## src/rtl/ioctl_slot_loader.sv

```systemverilog
// ioctl_slot_loader
// Routes each hps_io ioctl download to one of SLOTS memory regions chosen by
// ioctl_index, drops a SKIP-byte file header and writes the payload through a
// req/ack memory port, stalling hps_io with ioctl_wait while a write is open.
// Per-download byte count, mod-256 checksum and overflow are reported.
//
// Ports:
//   clk, reset                 clock, synchronous active-high reset
//   ioctl_download/index/wr/
//   ioctl_addr/data            download stream from hps_io
//   ioctl_wait                 stall request back to hps_io
//   slot_base                  per-slot base address, slot k at [k*ADDR_W +: ADDR_W]
//   mem_addr/data/we, mem_ack  memory write request, held until acked
//   busy, done, done_slot      download status, done is a one-cycle pulse
//   byte_count, checksum,
//   overflow                   results of the current or last routed download
module ioctl_slot_loader #(
  parameter int unsigned ADDR_W = 16,
  parameter int unsigned SLOTS  = 4,
  parameter int unsigned SKIP   = 16
) (
  input  logic                      clk,
  input  logic                      reset,
  input  logic                      ioctl_download,
  input  logic [7:0]                ioctl_index,
  input  logic                      ioctl_wr,
  input  logic [24:0]               ioctl_addr,
  input  logic [7:0]                ioctl_data,
  output logic                      ioctl_wait,
  input  logic [SLOTS*ADDR_W-1:0]   slot_base,
  output logic [ADDR_W-1:0]         mem_addr,
  output logic [7:0]                mem_data,
  output logic                      mem_we,
  input  logic                      mem_ack,
  output logic                      busy,
  output logic                      done,
  output logic [3:0]                done_slot,
  output logic [ADDR_W:0]           byte_count,
  output logic [7:0]                checksum,
  output logic                      overflow
);

  typedef enum logic [1:0] {IDLE, RUN, WRITE, DRAIN} state_t;

  state_t              state;
  logic                dl_q;
  logic                fall_pend;
  logic [3:0]          slot_r;
  logic [ADDR_W-1:0]   base_r;

  logic                dl_rise;
  logic                dl_fall;
  logic                idx_ok;
  logic                hdr;
  logic                over;
  logic [31:0]         addr32;
  logic [31:0]         off32;
  logic [ADDR_W-1:0]   off_lo;
  logic [ADDR_W-1:0]   base_sel;

  always_comb begin
    dl_rise = ioctl_download & ~dl_q;
    dl_fall = ~ioctl_download & dl_q;
    addr32  = {7'd0, ioctl_addr};
    hdr     = addr32 < SKIP;
    off32   = addr32 - SKIP;
    // Any offset bit at or above ADDR_W means the payload no longer fits.
    over    = (off32 >> ADDR_W) != '0;
    off_lo  = off32[ADDR_W-1:0];
    idx_ok  = {24'd0, ioctl_index} < SLOTS;
    base_sel = '0;
    for (int unsigned k = 0; k < SLOTS; k++) begin
      if (ioctl_index == 8'(k)) base_sel = slot_base[k*ADDR_W +: ADDR_W];
    end
  end

  always_ff @(posedge clk) begin
    if (reset) begin
      state      <= IDLE;
      dl_q       <= 1'b0;
      fall_pend  <= 1'b0;
      slot_r     <= '0;
      base_r     <= '0;
      mem_we     <= 1'b0;
      ioctl_wait <= 1'b0;
      busy       <= 1'b0;
      done       <= 1'b0;
      overflow   <= 1'b0;
      byte_count <= '0;
      checksum   <= '0;
      done_slot  <= '0;
      mem_addr   <= '0;
      mem_data   <= '0;
    end else begin
      dl_q <= ioctl_download;
      done <= 1'b0;
      case (state)
        IDLE: begin
          // Out-of-range indices never leave IDLE, so the whole file is ignored.
          if (dl_rise && idx_ok) begin
            slot_r     <= ioctl_index[3:0];
            base_r     <= base_sel;
            byte_count <= '0;
            checksum   <= '0;
            overflow   <= 1'b0;
            fall_pend  <= 1'b0;
            busy       <= 1'b1;
            state      <= RUN;
          end
        end
        RUN: begin
          if (ioctl_wr && !hdr && !over) begin
            mem_addr   <= base_r + off_lo;
            mem_data   <= ioctl_data;
            mem_we     <= 1'b1;
            ioctl_wait <= 1'b1;
            fall_pend  <= dl_fall;
            state      <= WRITE;
          end else begin
            if (ioctl_wr && !hdr) overflow <= 1'b1;
            if (dl_fall) state <= DRAIN;
          end
        end
        WRITE: begin
          // The download may end while the write is still open; remember it.
          if (dl_fall) fall_pend <= 1'b1;
          if (mem_we && mem_ack) begin
            mem_we     <= 1'b0;
            ioctl_wait <= 1'b0;
            byte_count <= byte_count + (ADDR_W+1)'(1);
            checksum   <= checksum + mem_data;
            state      <= (fall_pend || dl_fall) ? DRAIN : RUN;
          end
        end
        DRAIN: begin
          done      <= 1'b1;
          done_slot <= slot_r;
          busy      <= 1'b0;
          state     <= IDLE;
        end
        default: state <= IDLE;
      endcase
    end
  end

endmodule

```

## config.mk

```make
export PLATFORM = sky130hd
export DESIGN_NAME = ioctl_slot_loader
export DESIGN_NICKNAME = d
export VERILOG_FILES = /design/src/rtl/ioctl_slot_loader.sv
export SDC_FILE = /design/constraint.sdc
export NUM_CORES = 1
export LEC_CHECK = 0
export ABC_CLOCK_PERIOD_IN_PS = 3010
export BUFFER_PORTS_ARGS = -buffer_cell sky130_fd_sc_hd__buf_4
export CAP_MARGIN = 20
export CORE_MARGIN = 3
export CORE_UTILIZATION = 36
export DETAILED_ROUTE_END_ITERATION = 12
export SLEW_MARGIN = 10
export SYNTH_ARGS = -nofsm -noshare
export SYNTH_HDL_FRONTEND = slang
export SYNTH_SLANG_ARGS = --single-unit
```

## constraint.sdc

```tcl
create_clock -name clk -period 3.01 [get_ports clk]
set_input_delay 0.4515 -clock clk [delete_from_list [all_inputs] [get_ports clk]]
set_output_delay 0.4515 -clock clk [all_outputs]
set_load 0.02 [all_outputs]
```

==> metrics.txt, run 1 <==
cts repair resizes=0; die width=124 um; syn avg cell area=8.88 um2; Worst-path clk slew=0.07 ns; Setup TNS=0 ns; PD cells=385 nW/um2; CP max stage delay=0.36 ns; Ant. Diodes=0; Residual DRC=0; largest net degree at the start of global routing=40; syn_nets=707; final period utilization=89.4%; core area=13500 um2; critical path cell sequence=buf_4 -> or2_2 -> nor4_1 -> xor2_1 -> ha_1 -> nand2_1 -> o21ai_0 -> and2_1 -> a311o_1 -> o31ai_1 -> xor2_1 -> o22ai_1; # fillers=1307; first-pass GRT wire length=22500 um; Rows=42; WS Path Type=input port to flop; Min Clock Period, post-route=2.69 ns; fraction of registers with async set/reset=0%; CP delay by family, top=simple AND/OR/NAND/NOR gates; synthesized cell area=5020 um2; Ports=168; Total Wirelength=14100 um; Rel. slew slack=49.5%; vias per inst=5.13; top cells by area, synth=dfxtp_1, ha_1, mux4_2, nor2_1, xor2_1; Yosys warnings=0; Nets=872; Seq cells post-synth=81; critical-path maximum fanout=4; Fin. Hold Viols=0; Synth top area share=32.3%; DRT iter0 DRCs=295; Worst Skew=0.0102 ns; final core utilization=50.3%; GR Overflow Total=0; Worst EP arrival=2.92 ns; Worst path slowest cell=a311o_1; routed length per instance=15.4 um; commonest non-fill, non-tap cell in the layout=buf_4; vias in the first global route=4541; die height=124 um; Crit. End Element=flop; Total GRT Usage=18.4%; CTS root buffer=clkbuf_16; RD Place Congestion=0.807; setup bufs post-CTS=0; router iterations before antenna repair=4; CP required=3.24 ns; clock buffer depth=2; via count=4675; pins over their slew limit=0; Netlist cell types=69; Clk Latency, worst-skew pair=0.34 ns; Synth Flop Type=dfxtp_1; R2R depth=10; Worst path most repeated cell=xor2_1; final setup violating endpoints=0; sequential area share after synthesis=32.3%; die area=15400 um2; Worst Hold Depth=3; total power=2610 uW; Max-Cap Viols=0; H-Tree Depth=3; critical path depth=12; PortBufs=167; most frequent cells in the layout=buf_4, dfxtp_1, nor2_1; largest area contributor in the netlist=dfxtp_1; outcome=finished, final reports clean; initial cell density of the core=37.4%; DP Wirelength=11100 um; WP buf/inv=1; Hold Buf Count CTS=0; Syn-to-layout area delta=34.7%; RSZ-0062 raised after global routing=false; Hold Slack=0.349 ns; layout cells sized above 1=34.2%; initial antenna violation count=0; HP Class=input port to flop; maximum vdd drop=246 uV; Clock Sinks=81; Leak Pwr=0.00288 uW; Highest Clock Rate=372 MHz; Final ANT Viol Nets=0; actual slew at the worst max-slew pin=0.751 ns; EDFF count, synth=0; CTS tree=yes; R2R setup slack=0.63 ns; Post-Syn Instances=566; CTS buffer count=9; Setup crit start kind=input port
-- registers in the layout (all words and copies together), names as in the netlist, 2 cells and up --
name	cells
state	2
mem_data	8
mem_addr	16
byte_count	17
base_r	16
done_slot	4
slot_r	4
checksum	8
-- cell families after synthesis --
family	Yosys count	share of synthesized area (%)
compound gates	114	15.6
xor+xnor	41	7.15
fa+ha+maj	31	8.02
buf+inv	44	3.98
flops	81	32.3
mux	25	8.99
simple gates	230	24.0
-- stage by stage --
stage	instance area (um2)	cells	worst slack, ns
final	6770	912	0.320
after global routing	6770	912	0.0856
after CTS	6770	912	0.319
after detailed placement	6490	896	-0.0333
after global placement	6490	896	0.0842
after floorplan	5020	566	0.208
-- synth_stat cells (all sizes together), types with 6 or more instances --
library cell / count
and3: 6
nor2b: 6
mux4: 16
xnor2: 16
clkbuf: 15
a22oi: 6
nand3: 16
inv: 15
nor3b: 20
xor2: 25
mux2i: 8
a21oi: 51
nand2: 60
o21ai: 13
nand2b: 9
dfxtp: 81
ha: 29
nor2: 69
nor3: 12
buf: 14
a211oi: 6
-- power by group --
| part | internal, uW | switching [uW] |
|---|---|---|
| clock network | 567 | 478 |
| registers | 1080 | 12.3 |
| logic | 239 | 229 |
| total | 1890 | 719 |
-- metal layers --
layer | global-route usage (%) | routed length (um) | up-vias
li1 | - | - | 2352
met1 | 24.6 | 6350 | 2139
met2 | 29.4 | 6340 | 167
met3 | 4.31 | 1150 | 17
met4 | 6.23 | 213 | 0
met5 | 0 | 0 | -
-- layout make-up --
cell class	instances	area, um2	share of cell area [%]
timing repair buffer	183	1390	20.5
sequential	81	1620	24.0
inverter	15	56.3	0.832
multi-input combinational	441	3200	47.3
tap	176	220	3.25
clock buffer	9	225	3.33
clock inverter	7	55.1	0.813
-- path summary, 6_finish.rpt --
path | start | to
min | ioctl_data[7] | mem_data[7]
min reg2reg | mem_addr[1] | mem_addr[1]
max reg2reg | base_r[0] | mem_addr[14]
max | ioctl_addr[5] | mem_addr[14]
-- worst min-delay path, stage by stage --
cell and delay [ns]:
buf_4 0.08, mux2i_1 0.05, nor2_1 0.08
(Power assumes the default switching activity.)
==> inputs of run 2 (changes only) <==
Settings changed: ABC_CLOCK_PERIOD_IN_PS 3010 to 2700, MAX_ROUTING_LAYER set to met4.
Clock period 3.01 ns to 2.7 ns, I/O delays scaled along.
==> metrics.txt, run 2 (synthesis gave the netlist of run 1 again) <==
Max-Cap Viols=0 (unchanged); switching power=779 uW (+8.3%); max FFs per register=17 (unchanged); met3 WL=979 um (-15%); Syn-to-layout area delta=41.4%; Clock Sinks=81 (unchanged); RSZ-0062 raised after global routing=false; Worst path slowest cell=or2_2; initial antenna violation count=0 (unchanged); most frequent cells in the layout=buf_4, dfxtp_1, nor2_1; WS Path Type=input port to flop; pins over their slew limit=0 (unchanged); via count=4843 (+3.6%); Reg with most FFs=byte_count; CTS buffer count=9 (unchanged); CP required=2.92 ns (-0.32 ns); Design Area, Final=7110 um2 (+5.0%); Ant. Diodes=0 (unchanged); initial cell density of the core=37.4% (unchanged); critical-path maximum fanout=4 (unchanged); top sig layer=met4; Crit. End Element=flop; final worst setup slack=0.193 ns (-0.127 ns); Highest Clock Rate=399 MHz; Worst path most repeated cell=xor2_1; placed cell area=6750 um2 (+4.0%); die width=124 um (unchanged); Post-Place Cells=927 (+3.5%); metal2 WL=6720 um (+6.1%); Seq pwr share=38.1% (-3.9 points); GR Overflow Total=0 (unchanged); Rel. slew slack=69.1% (+20 points); vias in the first global route=4936 (+8.7%); commonest non-fill, non-tap cell in the layout=buf_4; Nets=903 (+3.6%); outcome=finished, final reports clean; PortBufs=167 (unchanged); clock share of power=43.6% (+3.5 points); Leak Pwr=0.00307 uW (+6.7%); Rows=42 (unchanged); CP max stage delay=0.35 ns (about the same); Setup crit start kind=input port; CTS tree=yes; RD Place Congestion=0.882 (+9.3%); Worst-path clk slew=0.06 ns (about the same); DRT iter0 DRCs=281 (-4.7%); final period utilization=92.9%; Final ANT Viol Nets=0 (unchanged); critical path cell sequence=buf_4 -> or2_2 -> nor4_4 -> xor2_1 -> ha_1 -> nand2_1 -> o21ai_0 -> and2_1 -> a311o_1 -> o31ai_1 -> xor2_1 -> o22ai_1; routed length per instance=15.4 um (-0.22%); first-pass GRT wire length=23600 um (+4.8%); Ports=168 (unchanged); H-Tree Depth=3 (unchanged); WP buf/inv=1 (unchanged); CTS root buffer=clkbuf_16; Total Wirelength=14500 um (+3.2%); HP Class=input port to flop; DP Wirelength=11600 um (+4.3%); dpl ws=-0.234 ns (-0.200 ns); largest net degree at the start of global routing=38 (-5.0%); layout cells sized above 1=37.0% (+2.8 points); biggest regs=byte_count (17), base_r (16), mem_addr (16); Total GRT Usage=19.8% (+1.4 points); Worst EP arrival=2.73 ns (-0.19 ns); router iterations before antenna repair=4 (unchanged); PD cells=450 nW/um2 (+17%); final cell count without fillers=943 (+3.4%); actual slew at the worst max-slew pin=0.463 ns (-0.288 ns); wl on met1=6580 um (+3.6%); switching part of the total=24.3% (-3.3 points); Worst Skew=0.00764 ns (-0.00257 ns); Min Clock Period, post-route=2.51 ns; die height=124 um (unchanged); clock buffer depth=2 (unchanged); core area=13500 um2 (unchanged); final core utilization=52.8% (+2.5 points); Clk Latency, worst-skew pair=0.34 ns (about the same); Fin. Hold Viols=0 (unchanged); final setup violating endpoints=0 (unchanged); Combinational Power Share=18.3% (+0.4 points); Residual DRC=0 (unchanged); maximum vdd drop=296 uV (+20%); die area=15400 um2 (unchanged); P_int=2420 uW (+28%); vias per inst=5.14 (+0.19%); CP delay by family, top=compound AO/OA/AOI/OAI gates
-- run 2: worst paths after layout --
| path | cells past startpoint | from | slack (ns) | end |
|---|---|---|---|---|
| max reg2reg | 8 | mem_data[1] | 0.36 | checksum[7] |
| min | 2 | ioctl_download | 0.30 | dl_q |
| min reg2reg | 2 | mem_addr[1] | 0.45 | mem_addr[1] |
| max | 12 | ioctl_addr[5] | 0.19 | mem_addr[14] |
-- run 2: cell type report --
cell class | count | area (um2)
Tap cell | 176 | 220
Timing Repair Buffer | 214 | 1640
Fill cell | 1340 | 6350
Inverter | 15 | 56.3
Clock inverter | 5 | 104
Sequential cell | 81 | 1620
Multi-Input combinational cell | 441 | 3230
Clock buffer | 11 | 233
-- run 2: metrics by stage --
| stage | total power, uW | setup TNS (ns) | hold slack, ns |
|---|---|---|---|
| 2_1_floorplan | 1540 | 0 | 0.456 |
| 3_3_place_gp | 1820 | -0.442 | 0.440 |
| 3_5_place_dp | 1830 | -1.06 | 0.448 |
| 4_1_cts | 3240 | 0 | 0.290 |
| 5_1_grt | 3350 | 0 | 0.306 |
| 6_report | 3200 | 0 | 0.301 |
-- run 2: timing repair --
| item | CTS | global route |
|---|---|---|
| setup endpoints to repair | 0 | 5 |
| gates resized for setup | 0 | 4 |
| buffers inserted | 0 | 0 |
| hold buffers | 0 | 0 |
-- run 2: layer usage --
metal | GRT usage [%] | vias up
met4 | 6.02 | 0
li1 | - | 2406
met1 | 25.2 | 2235
met5 | - | -
met2 | 32.0 | 180
met3 | 3.86 | 22
-- run 2: power by group through the flow --
stage / logic, uW / clock network, uW / registers [uW]
detailed placement: 579 / 0 / 1250
finish: 586 / 1390 / 1220
global placement: 570 / 0 / 1250
floorplan: 292 / 0 / 1250
CTS: 584 / 1430 / 1220
global route: 637 / 1490 / 1220
